<file path="src/rtl/pwm_breath_ctrl.sv">
// Breathing-profile sequencer for the PWM generator: ramps Duty up, holds, ramps down, holds, repeats.
// Duty changes only on the last cycle of a PWM period, so the generator never sees a mid-period change.
module pwm_breath_ctrl #(
    parameter logic [23:0] PERIOD       = 24'd50000,
    parameter logic [15:0] STEP_PERIODS = 16'd10,
    parameter logic [15:0] HOLD_PERIODS = 16'd50,
    parameter logic [7:0]  DUTY_MAX     = 8'd100
) (
    input  logic        CLK,
    input  logic        RST,
    input  logic        Start,
    input  logic        Stop,
    input  logic [7:0]  Step,
    output logic [7:0]  Duty,
    output logic [23:0] Count_P,
    output logic        Period_Tick,
    output logic        Busy,
    output logic [2:0]  State
);

    typedef enum logic [2:0] {
        IDLE    = 3'd0,
        RAMP_UP = 3'd1,
        HOLD_HI = 3'd2,
        RAMP_DN = 3'd3,
        HOLD_LO = 3'd4
    } state_t;

    state_t      state, state_nxt;
    logic [23:0] cnt;
    logic [15:0] seq_cnt, seq_cnt_nxt;
    logic [7:0]  duty, duty_nxt;
    logic [7:0]  step_q, step_nxt;
    logic        stop_pend, stop_pend_nxt;

    logic [8:0]  duty_sum;
    logic [7:0]  duty_up;
    logic [7:0]  duty_dn;
    logic        stop_now;

    assign Count_P     = PERIOD;
    assign Period_Tick = (cnt == PERIOD - 24'd1);
    assign Busy        = (state != IDLE);
    assign State       = state;
    assign Duty        = duty;

    // Nine-bit sum so a large step clamps at DUTY_MAX instead of wrapping.
    assign duty_sum = {1'b0, duty} + {1'b0, step_q};
    assign duty_up  = (duty_sum >= {1'b0, DUTY_MAX}) ? DUTY_MAX : duty_sum[7:0];
    assign duty_dn  = (duty > step_q) ? (duty - step_q) : 8'd0;
    assign stop_now = Busy && (stop_pend || Stop);

    // Period counter runs in every state so it stays in phase with the generator.
    always_ff @(posedge CLK) begin
        if (RST) begin
            cnt <= 24'd0;
        end else if (Period_Tick) begin
            cnt <= 24'd0;
        end else begin
            cnt <= cnt + 24'd1;
        end
    end

    // NOTE: non-blocking assignments for all registered state so every flop samples pre-edge values.
    always_ff @(posedge CLK) begin
        if (RST) begin
            state     <= IDLE;
            seq_cnt   <= 16'd0;
            duty      <= 8'd0;
            step_q    <= 8'd1;
            stop_pend <= 1'b0;
        end else begin
            state     <= state_nxt;
            seq_cnt   <= seq_cnt_nxt;
            duty      <= duty_nxt;
            step_q    <= step_nxt;
            stop_pend <= stop_pend_nxt;
        end
    end

    // NOTE: every output of this block gets a default first, so no path can infer a latch.
    always_comb begin
        state_nxt     = state;
        seq_cnt_nxt   = seq_cnt;
        duty_nxt      = duty;
        step_nxt      = step_q;
        stop_pend_nxt = stop_pend | (Busy & Stop);

        case (state)
            IDLE: begin
                duty_nxt      = 8'd0;
                stop_pend_nxt = 1'b0;
                if (Start) begin
                    step_nxt    = (Step == 8'd0) ? 8'd1 : Step;
                    seq_cnt_nxt = 16'd0;
                    state_nxt   = RAMP_UP;
                end
            end
            default: begin
                if (Period_Tick) begin
                    if (stop_now) begin
                        state_nxt     = IDLE;
                        duty_nxt      = 8'd0;
                        seq_cnt_nxt   = 16'd0;
                        stop_pend_nxt = 1'b0;
                    end else begin
                        case (state)
                            RAMP_UP: begin
                                if (seq_cnt == STEP_PERIODS - 16'd1) begin
                                    seq_cnt_nxt = 16'd0;
                                    duty_nxt    = duty_up;
                                    if (duty_up == DUTY_MAX) state_nxt = HOLD_HI;
                                end else begin
                                    seq_cnt_nxt = seq_cnt + 16'd1;
                                end
                            end
                            HOLD_HI: begin
                                if (seq_cnt == HOLD_PERIODS - 16'd1) begin
                                    seq_cnt_nxt = 16'd0;
                                    state_nxt   = RAMP_DN;
                                end else begin
                                    seq_cnt_nxt = seq_cnt + 16'd1;
                                end
                            end
                            RAMP_DN: begin
                                if (seq_cnt == STEP_PERIODS - 16'd1) begin
                                    seq_cnt_nxt = 16'd0;
                                    duty_nxt    = duty_dn;
                                    if (duty_dn == 8'd0) state_nxt = HOLD_LO;
                                end else begin
                                    seq_cnt_nxt = seq_cnt + 16'd1;
                                end
                            end
                            HOLD_LO: begin
                                if (seq_cnt == HOLD_PERIODS - 16'd1) begin
                                    seq_cnt_nxt = 16'd0;
                                    state_nxt   = RAMP_UP;
                                end else begin
                                    seq_cnt_nxt = seq_cnt + 16'd1;
                                end
                            end
                            default: state_nxt = IDLE;
                        endcase
                    end
                end
            end
        endcase
    end

endmodule

</file>
<file path="config.mk">
export PLATFORM = sky130hd
export DESIGN_NAME = pwm_breath_ctrl
export DESIGN_NICKNAME = d
export VERILOG_FILES = /design/src/rtl/pwm_breath_ctrl.sv
export SDC_FILE = /design/constraint.sdc
export NUM_CORES = 1
export LEC_CHECK = 0
export CORE_UTILIZATION = 33
export CTS_CLUSTER_SIZE = 24
export DETAILED_ROUTE_END_ITERATION = 10
export DONT_BUFFER_PORTS = 1
export GPL_TIMING_DRIVEN = 0
export PLACE_DENSITY = 0.49
export SLEW_MARGIN = 10
export SYNTH_ARGS = -nofsm -noshare
export SYNTH_HDL_FRONTEND = slang
export SYNTH_SLANG_ARGS = --single-unit
</file>
<file path="constraint.sdc">
create_clock -name CLK -period 3.2 [get_ports CLK]
set_input_delay 0.16 -clock CLK [delete_from_list [all_inputs] [get_ports CLK]]
set_output_delay 0.16 -clock CLK [all_outputs]
set_load 0.02 [all_outputs]
</file>
Word level (Yosys, flattened, before mapping)
Cells that the tools add are included.
{"block": "totals", "ramBits": 0, "register_bits": 60, "romBits": 0, "out_inout_bits": 37, "elab_cells": 75, "n_memories": 0, "latch_bits": 0}
{"block": "classes", "n_div": 0, "n_lt_le_gt_ge": 2, "addsub": 4, "n_bitwise": 2, "reduce_logical": 17, "muxes": 27, "n_mul": 0, "n_eq_ne": 17, "shift": 0}
{"operator": "$mux 16", "count": 6}
{"operator": "$mux 8", "count": 6}
{"operator": "$pmux 16 s2", "count": 1}
{"operator": "$mux 3", "count": 10}
{"operator": "$add 24x1->24 const B", "count": 1}
{"operator": "$eq 24x16->1 const B", "count": 1}
{"operator": "$ne 4x4->1 const B", "count": 5}
{"operator": "$add 16x1->16 const B", "count": 1}
{"operator": "$eq 16x4->1 const B", "count": 1}
{"operator": "$eq 16x6->1 const B", "count": 1}
{"operator": "$logic_not 8->1", "count": 2}
{"operator": "$pmux 8 s2", "count": 1}
{"operator": "$pmux 3 s4", "count": 1}
{"operator": "$add 8x8->9", "count": 1}
{"operator": "$ge 9x7->1 const B", "count": 1}
{"operator": "$eq 8x7->1 const B", "count": 1}
{"operator": "$gt 8x8->1", "count": 1}
{"operator": "$reduce_and 8->1", "count": 1}
{"operator": "$reduce_or 2->1", "count": 4}
{"operator": "$sub 8x8->8", "count": 1}
{"operator": "$eq 3x2->1 const B", "count": 2}
{"operator": "$ne 3x3->1 const B", "count": 2}
{"operator": "$reduce_bool 3->1", "count": 2}
{"operator": "$ne 4x3->1 const B", "count": 1}
{"operator": "other kinds (14)", "count": 15}

Logic depth before layout (Yosys ltp)
{"block": "logic_depth", "ltp_word": 10, "mapped_depth": 12, "mapped_depth_nobuf": 12}

Worst setup path before layout
OpenSTA, ideal clock, no wires.
{"block": "synth_timing", "path_kind": "reg-to-reg", "start": "register duty[1] (netlist: Duty[1])", "end": "register duty[6] (netlist: Duty[6])", "arrival_time_ps": 2774, "n_path_buf": 0, "synth_period_minus_slack_ps": 2891, "path_stages_with_launch": 9, "path_slack_ps": 309, "setup_time_ps": 117, "required_time_ps": 3083, "path_cell_list": "dfxtp_1 > ha_1 > nand2b_1 > a2111oi_2 > o21a_1 > mux2_2 > nor3_2 > or3b_1 > a32o_1"}
{"block": "synth_via", "elab_chain_len": 6, "elab_cells_between_ends": 10, "cone_classes": "2 x add/sub; 2 x order compare; 6 x mux"}
{"element": "start, declared", "line": "32", "source": "logic [7:0] duty, duty_nxt;"}
{"element": "start signal, assigned", "line": "75", "source": "duty <= duty_nxt;"}
{"element": "$add 8x8->9", "line": "48", "source": "assign duty_sum = {1'b0, duty} + {1'b0, step_q};"}
{"element": "$ge 9x7->1", "line": "49", "source": "assign duty_up = (duty_sum >= {1'b0, DUTY_MAX}) ? DUTY_MAX : duty_sum[7:0];"}
{"element": "$mux 8", "line": "49"}
{"element": "$mux 8", "line": "109", "source": "if (seq_cnt == STEP_PERIODS - 16'd1) begin"}
{"element": "$pmux 8 s2 (*)", "line": "107", "source": "case (state)"}
{"element": "$mux 8 (*)", "line": "101", "source": "if (stop_now) begin"}
Every way passes the cells marked *; elsewhere a longest branch is shown, timed or not. The select of a mux whose other input is x is not followed.
A chain may end at the register's enable or synchronous reset.

Worst setup path in the final report
{"block": "layout_timing", "start": "register step_q[1]", "end": "register duty[2] (netlist: Duty[2])"}
{"block": "layout_via", "elab_chain_len": 6, "elab_cells_between_ends": 10, "cone_classes": "2 x add/sub; 2 x order compare; 6 x mux"}
{"element": "start, declared", "line": "33", "source": "logic [7:0] step_q, step_nxt;"}
{"element": "start signal, assigned", "line": "76", "source": "step_q <= step_nxt;"}
{"element": "$add 8x8->9", "line": "48"}
{"element": "$ge 9x7->1", "line": "49"}
{"element": "$mux 8", "line": "49"}
{"element": "$mux 8", "line": "109"}
{"element": "$pmux 8 s2 (*)", "line": "107"}
{"element": "$mux 8 (*)", "line": "101"}
Marked as above.

==> summary.md <==
| Metric | Value |
|---|---|
| Status | `finished clean` |
| Syn. warnings | `0` |
| Setup TNS | `0 ps` |
| Startpoint types | `flip-flop` |
| Mapped Cells | `478` |
| Slew HR | `0.256` |
| Residual DRC count | `0` |
| DP HPWL | `6950 µm` |
| Total clock sinks | `60` |
| Die H | `109 µm` |
| Crit Path Max Fanout | `5` |
| Cell Pwr Density | `572 nW/µm²` |
| GRT Util Overall | `0.162` |
| N_diodes | `0` |
| IO Port Bufs | `0` |
| Number of library cell types mapped by synthesis | `59` |
| Max IR drop VDD | `0.000202 V` |
| Final Non-Filler Cells | `660` |
| Synth top area cells | `dfxtp_1 32%, nor2_1 6.9%, ha_1 6.3%` |
| Final setup fails | `0` |
| Cell count after placement | `640` |
| Crit path DAT | `3230 ps` |
| Row Count | `38` |
| Post-CTS Setup Inserts | `0` |
| Vias | `3236` |
| Layout cells sized above 1 | `0.119` |
| Slew @ Worst Pin | `1110 ps` |
| Fin. max-slew vios | `0` |
| RSZ-0062 raised after global routing | `no` |
| EDFF count, synth | `0` |
| Post-synth top area cell | `dfxtp_1` |
| LEAKAGE | `1.69 nW` |
| Drt first-iter violations | `169` |
| Root buffer cell | `clkbuf_16` |
| # IOs | `49` |
| Largest net degree at the start of global routing | `11` |
| Ys async rst share | `0` |
| Total power draw | `0.00252 W` |
| H-tree levels | `3` |
| Final Hold Viols | `0` |
| Mapped Avg Cell Area | `7.90 µm²` |
| Final Skew | `7.48 ps` |
| Net count, final | `549` |
| Initial antenna violation count | `0` |
| Final Critical Period | `3020 ps` |
| Vias in the first global route | `3075` |
| Sequential share of the synthesized area | `0.318` |
| Total core area | `11000 µm²` |
| Hold/Removal Path Class | `primary input to flip-flop` |
| MaxCap Viol Count | `0` |
| Design Area, Final | `4400 µm²` |
| Area share of the largest cell type after synthesis | `0.318` |
| CTS buffer count | `9` |
| DRT antenna net count | `0` |
| Final GP Congestion | `0.847` |
| Post-DP Area | `4030 µm²` |
| Die Width | `109 µm` |
| Ys flop type | `dfxtp_1` |
| Total iterations of the first detailed-routing run | `4` |
| Critical path class | `flip-flop to flip-flop` |
| Clock Pin Slew Worst Setup and Hold Paths | `60 ps` |
| Max frequency | `0.331 GHz` |
| Worst-skew pair later-pin latency | `320 ps` |
| Routed vias/inst | `4.90` |
| WL per Instance | `13.9 µm` |
| Critical Path RT | `3410 ps` |
| Dpl ws | `-83.3 ps` |
| First-pass GRT wire length | `14800 µm` |
| Clk buf depth | `2` |
| TritonCTS clock tree | `done` |
| Initial core utilization | `0.344` |
| Area Growth Syn to Fin | `16.5%` |
| WL final | `9180 µm` |
| Setup ws final | `181 ps` |
| Post-Syn Area | `3770 µm²` |
| Die ar. | `11900 µm²` |
| Grt total ovfl | `0` |
| Period utilisation layout | `0.943` |
| Capturing element type of the critical path | `flip-flop` |
| Yosys reg bits | `60` |
-- area by class of cell --
| type | count | area (µm²) |
|---|---|---|
| flip-flops and latches | 60 | 1200 |
| multi-input cells | 374 | 2330 |
| clock inverters | 4 | 50.0 |
| repair buffers | 5 | 50.0 |
| fillers | 1145 | 6590 |
| well taps | 140 | 175 |
| plain buffers | 39 | 243 |
| inverters | 27 | 101 |
| clock buffers | 11 | 243 |
-- cell usage after synthesis (6+ instances only) --
| cell type | number |
|---|---|
| nor2_1 | 69 |
| dfxtp_1 | 60 |
| nand2_1 | 41 |
| inv_1 | 27 |
| a21oi_1 | 25 |
| buf_4 | 24 |
| xnor2_1 | 22 |
| o21ai_0 | 20 |
| ha_1 | 19 |
| nand3_1 | 18 |
| nor3_1 | 13 |
| xor2_1 | 13 |
| or3_1 | 12 |
| and3_1 | 10 |
| clkbuf_1 | 10 |
| nor4_1 | 9 |
| nand4_1 | 7 |
| a211oi_1 | 6 |
-- stage by stage --
step / utilization / hold WS [ps]
2_1_floorplan: - / 296
3_3_place_gp: 0.367 / 313
3_5_place_dp: 0.367 / 315
4_1_cts: 0.398 / 2.66
5_1_grt: 0.400 / 9.02
6_report: 0.400 / 9.17
-- logic make-up (layout without fill, tap and decap cells) --
kind of cell               after synthesis  in the layout  share of synthesized area
other                                    2             24                    0.00199
DFF                                     60             60                      0.318
muxes                                    1              1                    0.00298
AOI/OAI and AO/OA                       84             84                      0.151
buffers and inverters                   66             86                     0.0912
and+or+nand+nor                        208            208                      0.277
xor gates and xnor gates                35             35                     0.0812
adders and majority gates               22             22                     0.0762
-- path summary, 6_finish.rpt --
| check | start | endpoint | slack (ps) | depth (start not counted) |
|---|---|---|---|---|
| max | step_q[1]$_SDFFE_PP0P_ | Duty[2]$_SDFFE_PP0P_ | 180 | 10 |
| min | Step[6] | step_q[6]$_SDFFE_PP0P_ | 9 | 2 |
| max reg2reg | step_q[1]$_SDFFE_PP0P_ | Duty[2]$_SDFFE_PP0P_ | 180 | 10 |
| min reg2reg | cnt[0]$_SDFF_PP0_ | cnt[0]$_SDFF_PP0_ | 450 | 1 |
-- registers in the layout (all words and copies together), names as in the netlist --
register	count
State	3
stop_pend	1
cnt	24
Duty	8
step_q	8
seq_cnt	16
-- where the power goes --
group          leakage (nW)  switching, W  internal (W)
clock network         0.138      0.000352      0.000618
logic                  1.07      0.000451      0.000239
registers             0.486     0.0000607      0.000796
-- worst max-delay path: stages (launching register included) --
cell and delay [ps]:
dfxtp_1 400, inv_1 100, ha_1 320, nand2b_1 220, a2111oi_4 450, o21a_1 190
mux2_2 350, nor3_2 250, and2_2 240, o21ai_0 120, a32o_1 270
-- placed cells by master (no fill, tap or decap), drive strengths merged, types with 3 or more instances in the layout --
| cell | netlist | final |
|---|---|---|
| inv | 27 | 27 |
| or2 | 4 | 4 |
| a21oi | 26 | 26 |
| nor2 | 69 | 69 |
| ha | 19 | 19 |
| o21ai | 21 | 21 |
| nor4 | 9 | 9 |
| nor2b | 5 | 5 |
| nand4 | 8 | 8 |
| dfxtp | 60 | 60 |
| o21a | 3 | 3 |
| a32o | 4 | 4 |
| a211oi | 6 | 6 |
| buf | 28 | 28 |
| dlygate4sd3 | 0 | 5 |
| conb | 2 | 24 |
| nand2b | 5 | 5 |
| nand3 | 19 | 19 |
| clkbuf | 11 | 22 |
| or3 | 12 | 12 |
| nor3 | 17 | 17 |
| xor2 | 13 | 13 |
| nand2 | 41 | 41 |
| xnor2 | 22 | 22 |
| and2 | 3 | 3 |
| and3 | 10 | 10 |
-- metal layers --
metal  share of wire  global-route usage
met1            0.45               0.191
met2            0.49               0.270
met3           0.034              0.0412
met4           0.030              0.0849
met5               0                   0
-- repair_timing --
item | in CTS | in global routing
hold buffers | 5 | 0
endpoints found under the hold margin | 5 | 0
endpoints found under the setup margin | 3 | 8
gates resized for setup | 1 | 5
No activity file was read; power rests on OpenSTA's default activity.
